**config.mk**
```make
export PLATFORM = sky130hd
export DESIGN_NAME = commit_retire_queue
export DESIGN_NICKNAME = d
export VERILOG_FILES = /design/src/rtl/commit_retire_queue_pkg.sv /design/src/rtl/commit_retire_queue.sv
export SDC_FILE = /design/constraint.sdc
export NUM_CORES = 2
export LEC_CHECK = 0
export BUFFER_PORTS_ARGS = -buffer_cell sky130_fd_sc_hd__buf_2
export CAP_MARGIN = 15
export CELL_PAD_IN_SITES_DETAIL_PLACEMENT = 1
export CELL_PAD_IN_SITES_GLOBAL_PLACEMENT = 1
export CORE_UTILIZATION = 35
export DETAILED_ROUTE_END_ITERATION = 7
export HOLD_SLACK_MARGIN = 0.02
export PLACE_DENSITY_LB_ADDON = 0.1
export SLEW_MARGIN = 20
export SYNTH_ARGS = -nofsm -noshare
export SYNTH_HDL_FRONTEND = slang
export SYNTH_SLANG_ARGS = --single-unit
```
**constraint.sdc**
```tcl
create_clock -name clk_i -period 11.28 [get_ports clk_i]
set_input_delay 1.128 -clock clk_i [delete_from_list [all_inputs] [get_ports clk_i]]
set_output_delay 1.128 -clock clk_i [all_outputs]
set_load 0.05 [all_outputs]
```
**src/rtl/commit_retire_queue_pkg.sv**
```systemverilog
// Shared types for the retire queue: exception record, scoreboard entry and widths.
package commit_retire_queue_pkg;

  localparam int unsigned XLEN          = 32;
  localparam int unsigned TRANS_ID_BITS = 3;

  typedef struct packed {
    logic [XLEN-1:0] cause;
    logic [XLEN-1:0] tval;
    logic            valid;
  } exception_t;

  typedef struct packed {
    logic [XLEN-1:0]          pc;
    logic [TRANS_ID_BITS-1:0] trans_id;
    logic [3:0]               fu;
    logic [4:0]               rd;
    logic [XLEN-1:0]          result;
    logic                     valid;
    exception_t               ex;
  } scoreboard_entry_t;

endpackage

```
**src/rtl/commit_retire_queue.sv**
```systemverilog
// In-order retire buffer: tags issued instructions, collects writebacks and
// presents the oldest completed entries to commit, freeing them on acknowledge.
module commit_retire_queue
  import commit_retire_queue_pkg::*;
#(
  parameter int NR_ENTRIES      = 8,
  parameter int NR_COMMIT_PORTS = 2,
  parameter int NR_WB_PORTS     = 4
) (
  input  logic                                        clk_i,
  input  logic                                        rst_ni,
  input  logic                                        flush_i,
  input  scoreboard_entry_t                           issue_instr_i,
  input  logic                                        issue_valid_i,
  output logic                                        issue_ack_o,
  output logic [TRANS_ID_BITS-1:0]                    issue_trans_id_o,
  input  logic [NR_WB_PORTS-1:0]                      wb_valid_i,
  input  logic [NR_WB_PORTS-1:0][TRANS_ID_BITS-1:0]   wb_trans_id_i,
  input  logic [NR_WB_PORTS-1:0][XLEN-1:0]            wb_result_i,
  input  exception_t [NR_WB_PORTS-1:0]                wb_ex_i,
  output scoreboard_entry_t [NR_COMMIT_PORTS-1:0]     commit_instr_o,
  input  logic [NR_COMMIT_PORTS-1:0]                  commit_ack_i,
  output logic [$clog2(NR_ENTRIES):0]                 count_o
);

  localparam int IDX   = $clog2(NR_ENTRIES);
  localparam int CNT_W = IDX + 1;
  localparam logic [CNT_W-1:0] CNT_FULL = CNT_W'(NR_ENTRIES);

  scoreboard_entry_t mem_q [NR_ENTRIES];
  logic [NR_ENTRIES-1:0]      occ_q, occ_d, done_q, done_d;
  logic [IDX-1:0]             head_q, head_d, tail_q, tail_d;
  logic [CNT_W-1:0]           count_q, count_d, pops;
  logic [NR_COMMIT_PORTS-1:0] commit_valid, pop_en;
  logic                       push;

  // Fullness uses the registered count, so a same-cycle pop never frees a slot for this push.
  assign push             = issue_valid_i & (count_q < CNT_FULL) & ~flush_i;
  assign issue_ack_o      = push;
  assign issue_trans_id_o = tail_q;
  assign count_o          = count_q;

  always_comb begin
    commit_instr_o = '0;
    commit_valid   = '0;
    for (int i = 0; i < NR_COMMIT_PORTS; i++) begin
      commit_instr_o[i]       = mem_q[head_q + IDX'(i)];
      commit_valid[i]         = occ_q[head_q + IDX'(i)] & done_q[head_q + IDX'(i)] &
                                (CNT_W'(i) < count_q);
      commit_instr_o[i].valid = commit_valid[i];
    end
  end

  always_comb begin
    pop_en    = '0;
    pop_en[0] = commit_ack_i[0] & commit_valid[0];
    for (int i = 1; i < NR_COMMIT_PORTS; i++) begin
      pop_en[i] = pop_en[i-1] & commit_ack_i[i] & commit_valid[i];
    end
    pops = '0;
    for (int i = 0; i < NR_COMMIT_PORTS; i++) begin
      pops = pops + CNT_W'(pop_en[i]);
    end
  end

  always_comb begin
    occ_d  = occ_q;
    done_d = done_q;
    for (int p = 0; p < NR_WB_PORTS; p++) begin
      if (wb_valid_i[p] && occ_q[wb_trans_id_i[p]]) begin
        done_d[wb_trans_id_i[p]] = 1'b1;
      end
    end
    for (int i = 0; i < NR_COMMIT_PORTS; i++) begin
      if (pop_en[i]) begin
        occ_d[head_q + IDX'(i)]  = 1'b0;
        done_d[head_q + IDX'(i)] = 1'b0;
      end
    end
    if (push) begin
      occ_d[tail_q]  = 1'b1;
      done_d[tail_q] = 1'b0;
    end
    head_d  = head_q + pops[IDX-1:0];
    tail_d  = tail_q + IDX'(push);
    count_d = count_q + CNT_W'(push) - pops;
    if (flush_i) begin
      occ_d   = '0;
      done_d  = '0;
      head_d  = '0;
      tail_d  = '0;
      count_d = '0;
    end
  end

  always_ff @(posedge clk_i or negedge rst_ni) begin
    if (!rst_ni) begin
      occ_q   <= '0;
      done_q  <= '0;
      head_q  <= '0;
      tail_q  <= '0;
      count_q <= '0;
    end else begin
      occ_q   <= occ_d;
      done_q  <= done_d;
      head_q  <= head_d;
      tail_q  <= tail_d;
      count_q <= count_d;
    end
  end

  // Payload is not reset; visibility is governed solely by occ/done. Ports are
  // walked high-to-low so the lowest-index writer to an entry lands last.
  always_ff @(posedge clk_i) begin
    if (!flush_i) begin
      for (int p = NR_WB_PORTS - 1; p >= 0; p--) begin
        if (wb_valid_i[p] && occ_q[wb_trans_id_i[p]]) begin
          mem_q[wb_trans_id_i[p]].result <= wb_result_i[p];
          if (wb_ex_i[p].valid) begin
            mem_q[wb_trans_id_i[p]].ex <= wb_ex_i[p];
          end
        end
      end
      if (push) begin
        mem_q[tail_q]          <= issue_instr_i;
        mem_q[tail_q].trans_id <= tail_q;
        mem_q[tail_q].ex.valid <= 1'b0;
      end
    end
  end

  if (NR_ENTRIES < 2 || (NR_ENTRIES & (NR_ENTRIES - 1)) != 0 ||
      NR_ENTRIES != (1 << TRANS_ID_BITS) ||
      NR_COMMIT_PORTS < 1 || NR_COMMIT_PORTS > 2) begin : g_bad_cfg
    $error("commit_retire_queue: unsupported parameter set");
  end

  for (genvar i = 0; i < NR_COMMIT_PORTS; i++) begin : g_ack_chk
    a_ack_valid : assert property (@(posedge clk_i) disable iff (!rst_ni || flush_i)
      commit_ack_i[i] |-> commit_valid[i]);
    if (i > 0) begin : g_prefix
      a_ack_prefix : assert property (@(posedge clk_i) disable iff (!rst_ni || flush_i)
        commit_ack_i[i] |-> commit_ack_i[i-1]);
    end
  end

  for (genvar a = 0; a < NR_WB_PORTS; a++) begin : g_wb_a
    for (genvar b = a + 1; b < NR_WB_PORTS; b++) begin : g_wb_b
      a_wb_unique : assert property (@(posedge clk_i) disable iff (!rst_ni || flush_i)
        !(wb_valid_i[a] && wb_valid_i[b] && wb_trans_id_i[a] == wb_trans_id_i[b]));
    end
  end

endmodule

```
# After elaboration in Yosys (flattened, before gate mapping)
# Memory sizes are Yosys's and may differ from the RTL's.
# Cells that the tools add are included.
[op_classes]
order_cmp = 17
mux = 78
n_bitwise = 25
addsub = 6
reduce_logical = 11
[ops]
columns = ["op", "count"]
rows = [
  ["two-way mux 8 bit", 12],
  ["two-way mux 1 bit", 47],
  ["bitwise AND 8 bit", 5],
  ["OR 8 bit", 5],
  ["less-than comparator 3 x 4 -> 1 bit, second input constant", 7],
  ["binary-select mux 1 bit (select 3 bit)", 8],
  ["inverter 8 bit", 3],
  ["demux 1 bit (select 3 bit)", 7],
  [">= comparator 3 x 1 -> 1 bit, second input constant", 7],
  ["logical AND 1 bit", 11],
  ["bitwise AND 1 bit", 9],
  ["two-way mux 3 bit", 3],
  ["less-than comparator 1 x 4 -> 1 bit, first input constant", 2],
  ["adder 4 x 1 -> 4 bit", 1],
  ["less-than comparator 4 bit, second input constant", 1],
  ["two-way mux 4 bit", 1],
  ["subtractor 4 x 2 -> 4 bit", 1],
  ["adder 3 x 1 -> 3 bit", 1],
  ["adder 3 x 1 -> 3 bit, second input constant", 1],
  ["adder 3 x 2 -> 3 bit", 1],
  ["adder 1 x 1 -> 2 bit", 1],
  ["OR 1 bit", 2],
  ["inverter 1 bit", 1],
]
[word_totals]
output_inout_bits = 292
word_cells = 143
reg_bits = 26
mem_bits_rw = 1136
mem_count = 1
[mem_list]
columns = ["memory", "depth", "width", "read_ports", "rd_clocked_by_memory_dff", "wr", "line_no", "source"]
rows = [
  ["mem_q", 8, 142, 2, 0, 5, "commit_retire_queue.sv:30", "scoreboard_entry_t mem_q [NR_ENTRIES];"],
]

# Depth between registers and ports, before layout
[logic_depth]
word_depth = 19
mapped_depth = 17
ltp_nobuf = 15

# Worst setup path after synthesis
# Ideal clock, no wire load.
[synth_timing]
path_type = "input port to flip-flop"
from = "input port flush_i"
to = "memory mem_q[0][0] (netlist bit) (enable)"
arrival_ns = 9.463
path_stages = 6
setup_slack_ns = 1.106
required_ns = 10.569
setup_ns = 0.711
cell_sequence = "buf_2 > buf_1 > clkbuf_1 > nor2_1 > nand2_1 > o311ai_0"
[synth_rtl]
columns = ["item", "line_no", "source"]
rows = [
  ["start, declared", "commit_retire_queue.sv:12", "input logic flush_i,"],
  ["end, declared", "commit_retire_queue.sv:30", ""],
]

==> out/results.ini <==
[run_status]
status=finished clean

[layout]
design.final.nets=9053
fin_util_pct=40.3
final_common_cell=edfxtp_1
stdcell_count=11708
layout-drive-gt1-share_pct=18.6
area_growth_syn_to_layout_pct=14.2
mostFrequentLayoutCells=edfxtp_1 (1,128), a22oi_1 (1,060), buf_2 (841)
stdcell_area_um2=89900
fill_cells=25077

[worst_setup_path]
cp_top_family=buffers and inverters
critPathSlowestCell=dfrtp_1
cp_num_buf_inv=3
crit_fanout=44
worstSetupPathType=reg -> out
required_ns=10.15
critPathLaunch=head_q[2]$_DFF_PN0_
cp_common_cell=buf_4
r2r_start=head_q[1]$_DFF_PN0_
reg2reg_to=count_o[2]$_DFF_PN0_
critPathArrivalTime_ns=6.14
ff2ff_path_depth=14
end_kind=output port
rrSetupSlack_ns=5.67
path_depth=7
max_stage_delay_ns=1.00
worstSetupEndpoint=commit_instr_o[64]
path_cells=nand2b_1, nor2_4, buf_4, buf_4, a22oi_1, nand4_1, buf_2
critPathLaunchType=flip-flop

[routing]
route.detailed.drc=0
drt.antenna.violating_nets=0
vias=84698
first_pass_iters=6
post_drt_via_cell_ratio=7.23
drt_iter0_drc=13107
routed_wl_um=497000
wl_per_cell_um=42.4

[synth]
yosysWarnings=0
async_flop_share_pct=2.25
avgSynthCellArea_um2=9.41
synth_top_family_by_area=compound AO/OA/AOI/OAI gates
synth_enable_flop_cells=1128
synth_cells=8372
ys.flop_type=edfxtp_1
seq_area_frac_synth_pct=43.8
ys_ff_latch=1154
synthAdderAreaFrac_pct=0.226
synth_xor_area_share_pct=0.0762
syn_nets=8937
netlist_area_um2=78800
synth_cell_types=82
synth.area.mux_share_pct=10.3
yosys.area_share.simple_pct=13.6
synth-compound-area-share_pct=26.4

[placed_design]
port_buffers=841
placed_area_um2=84700
dpl.hpwl_um=269000
pre_cts_ws_ns=5.38
post-place-cells=11314
gp_congestion=0.891

[clock_network]
root_buffer=clkbuf_16
cts_setup_buffers=0
clock_sinks=1154
htreeDepth=4
clk_latency_ns=0.89
cts.reportedPaths.clkPinSlew_ns=0.06
cts_hold_buffers=0
cts_tree=yes
clockBufferDepth=3
numCtsBuffers=146
post_cts_resized=0

[power]
p_switching_mw=3.50
p_sw_share_pct=30.1
ir_drop_v=0.000153
p_clk_share_pct=41.9
combPwrFrac_pct=15.7
pwr-share-seq_pct=42.5
leakagePower_nw=32.1
p_int_mw=8.13
power.density_nw_per_um2=129

[global_route]
grt-ovfl-total=0
grt_pass1_vias=82712
grt_max_degree=130
antenna_found_initial=213
grtUsageTotal_pct=41.9
grt_pass1_wl_um=673000

[sta]
drv_slew=0
rsz0062_at_grt=false
fin_crit_ns=7.27
fin_crit_sh_pct=64.4
clock.fmax_mhz=138
hold_viol=0
fin_skew_ns=0.0408
slew-limit-headroom_pct=13.1
worstMarginPinSlew_ns=1.30
setup_ws_ns=4.01
setup_viol=0
tns_ns=0

[floorplanning]
core_um2=223000
fp.dieW_um=476
rows=173
start_util_pct=35.3
num_io_pins=844
die_area_um2=227000
dieHeight_um=476

[hold_path]
min_path_type=in -> async

[flow_run]
maxCapViolCount=0

power groups by stage:
stage / Clock, mW / Combinational, mW / Sequential [mW]
after floorplan: 0 / 1.02 / 5.03
after global placement: 0 / 1.73 / 5.02
after detailed placement: 0 / 1.76 / 5.03
after CTS: 4.89 / 1.76 / 4.94
after global routing: 5.03 / 1.88 / 4.95
final: 4.87 / 1.82 / 4.94
stage by stage:
stage          power [mW]  hold slack, ns
6_report             11.6           0.327
3_3_place_gp         6.75           0.556
4_1_cts              11.6           0.288
3_5_place_dp         6.78           0.557
2_1_floorplan        6.05           0.504
5_1_grt              11.9           0.344
worst min path at each step:
stage                             start             endpoint  slack [ns]  depth (start not counted)
floorplan           done_q[1]$_DFF_PN0_  done_q[1]$_DFF_PN0_        0.50                          2
global placement    done_q[1]$_DFF_PN0_  done_q[1]$_DFF_PN0_        0.56                          2
detailed placement  done_q[1]$_DFF_PN0_  done_q[1]$_DFF_PN0_        0.56                          2
CTS                              rst_ni  done_q[6]$_DFF_PN0_        0.29                          1
global route                     rst_ni  done_q[6]$_DFF_PN0_        0.34                          1
finish                           rst_ni  done_q[6]$_DFF_PN0_        0.33                          1
area by class of cell:
| class | count | area (um2) | area share (%) |
|---|---|---|---|
| inverters | 23 | 136 | 0.152 |
| repair buffers | 1054 | 5920 | 6.58 |
| clock buffers | 178 | 3790 | 4.22 |
| diodes | 126 | 315 | 0.351 |
| flip-flops and latches | 1154 | 34500 | 38.4 |
| well taps | 2975 | 3720 | 4.14 |
| multi-input cells | 6109 | 40500 | 45.0 |
| clock inverters | 89 | 1070 | 1.19 |
registers in the layout (all words and copies together), names as in the netlist:
register	cells
occ_q	8
done_q	8
issue_trans_id_o	3
count_o	4
head_q	3
mem_q	1128
cells in the mapped netlist (90+ instances only):
cell type / number / area share, %
a221oi_1: 132 / 1.5
o21ai_0: 265 / 1.7
a21oi_1: 669 / 4.3
buf_2: 141 / 0.90
a211o_1: 170 / 1.9
edfxtp_1: 1128 / 43
nand4_1: 247 / 2.0
nor3_1: 97 / 0.62
and3_1: 130 / 1.0
nand2_1: 569 / 2.7
a211oi_1: 175 / 1.7
buf_1: 123 / 0.59
mux2_2: 185 / 2.6
a31oi_1: 122 / 0.97
clkbuf_1: 751 / 3.6
nor2_1: 808 / 3.9
mux2i_1: 544 / 6.9
o22ai_1: 112 / 0.89
a22oi_1: 1060 / 10
nand3_1: 291 / 1.8
or3_1: 90 / 0.71
worst register-to-register path: stages, from the launching register on:
cell and delay (ns):
dfrtp_1 0.58, ha_4 0.76, nand2_1 0.30, nor2_4 0.74, buf_4 0.66, a221oi_1 0.20
nor4_2 0.49, and3_1 0.26, ha_1 0.26, ha_1 0.29, inv_1 0.04, ha_1 0.20
fa_1 0.45, xnor2_1 0.17, nor2_1 0.06
per-layer routing:
layer / share of wire [%] / vias up / GRT usage (%)
met5: 0.22 / - / 0.210
met1: 38 / 42742 / 52.6
met4: 6.7 / 156 / 27.3
met2: 43 / 6852 / 62.2
li1: - / 33101 / -
met3: 12 / 1847 / 12.4
kinds of logic after synthesis:
group / after synthesis
buffers and inverters: 1109
adders and majority gates: 13
xor gates and xnor gates: 6
DFF: 1154
AOI/OAI and AO/OA: 3013
muxes: 754
and+or+nand+nor: 2323
(Power assumes the default switching activity.)
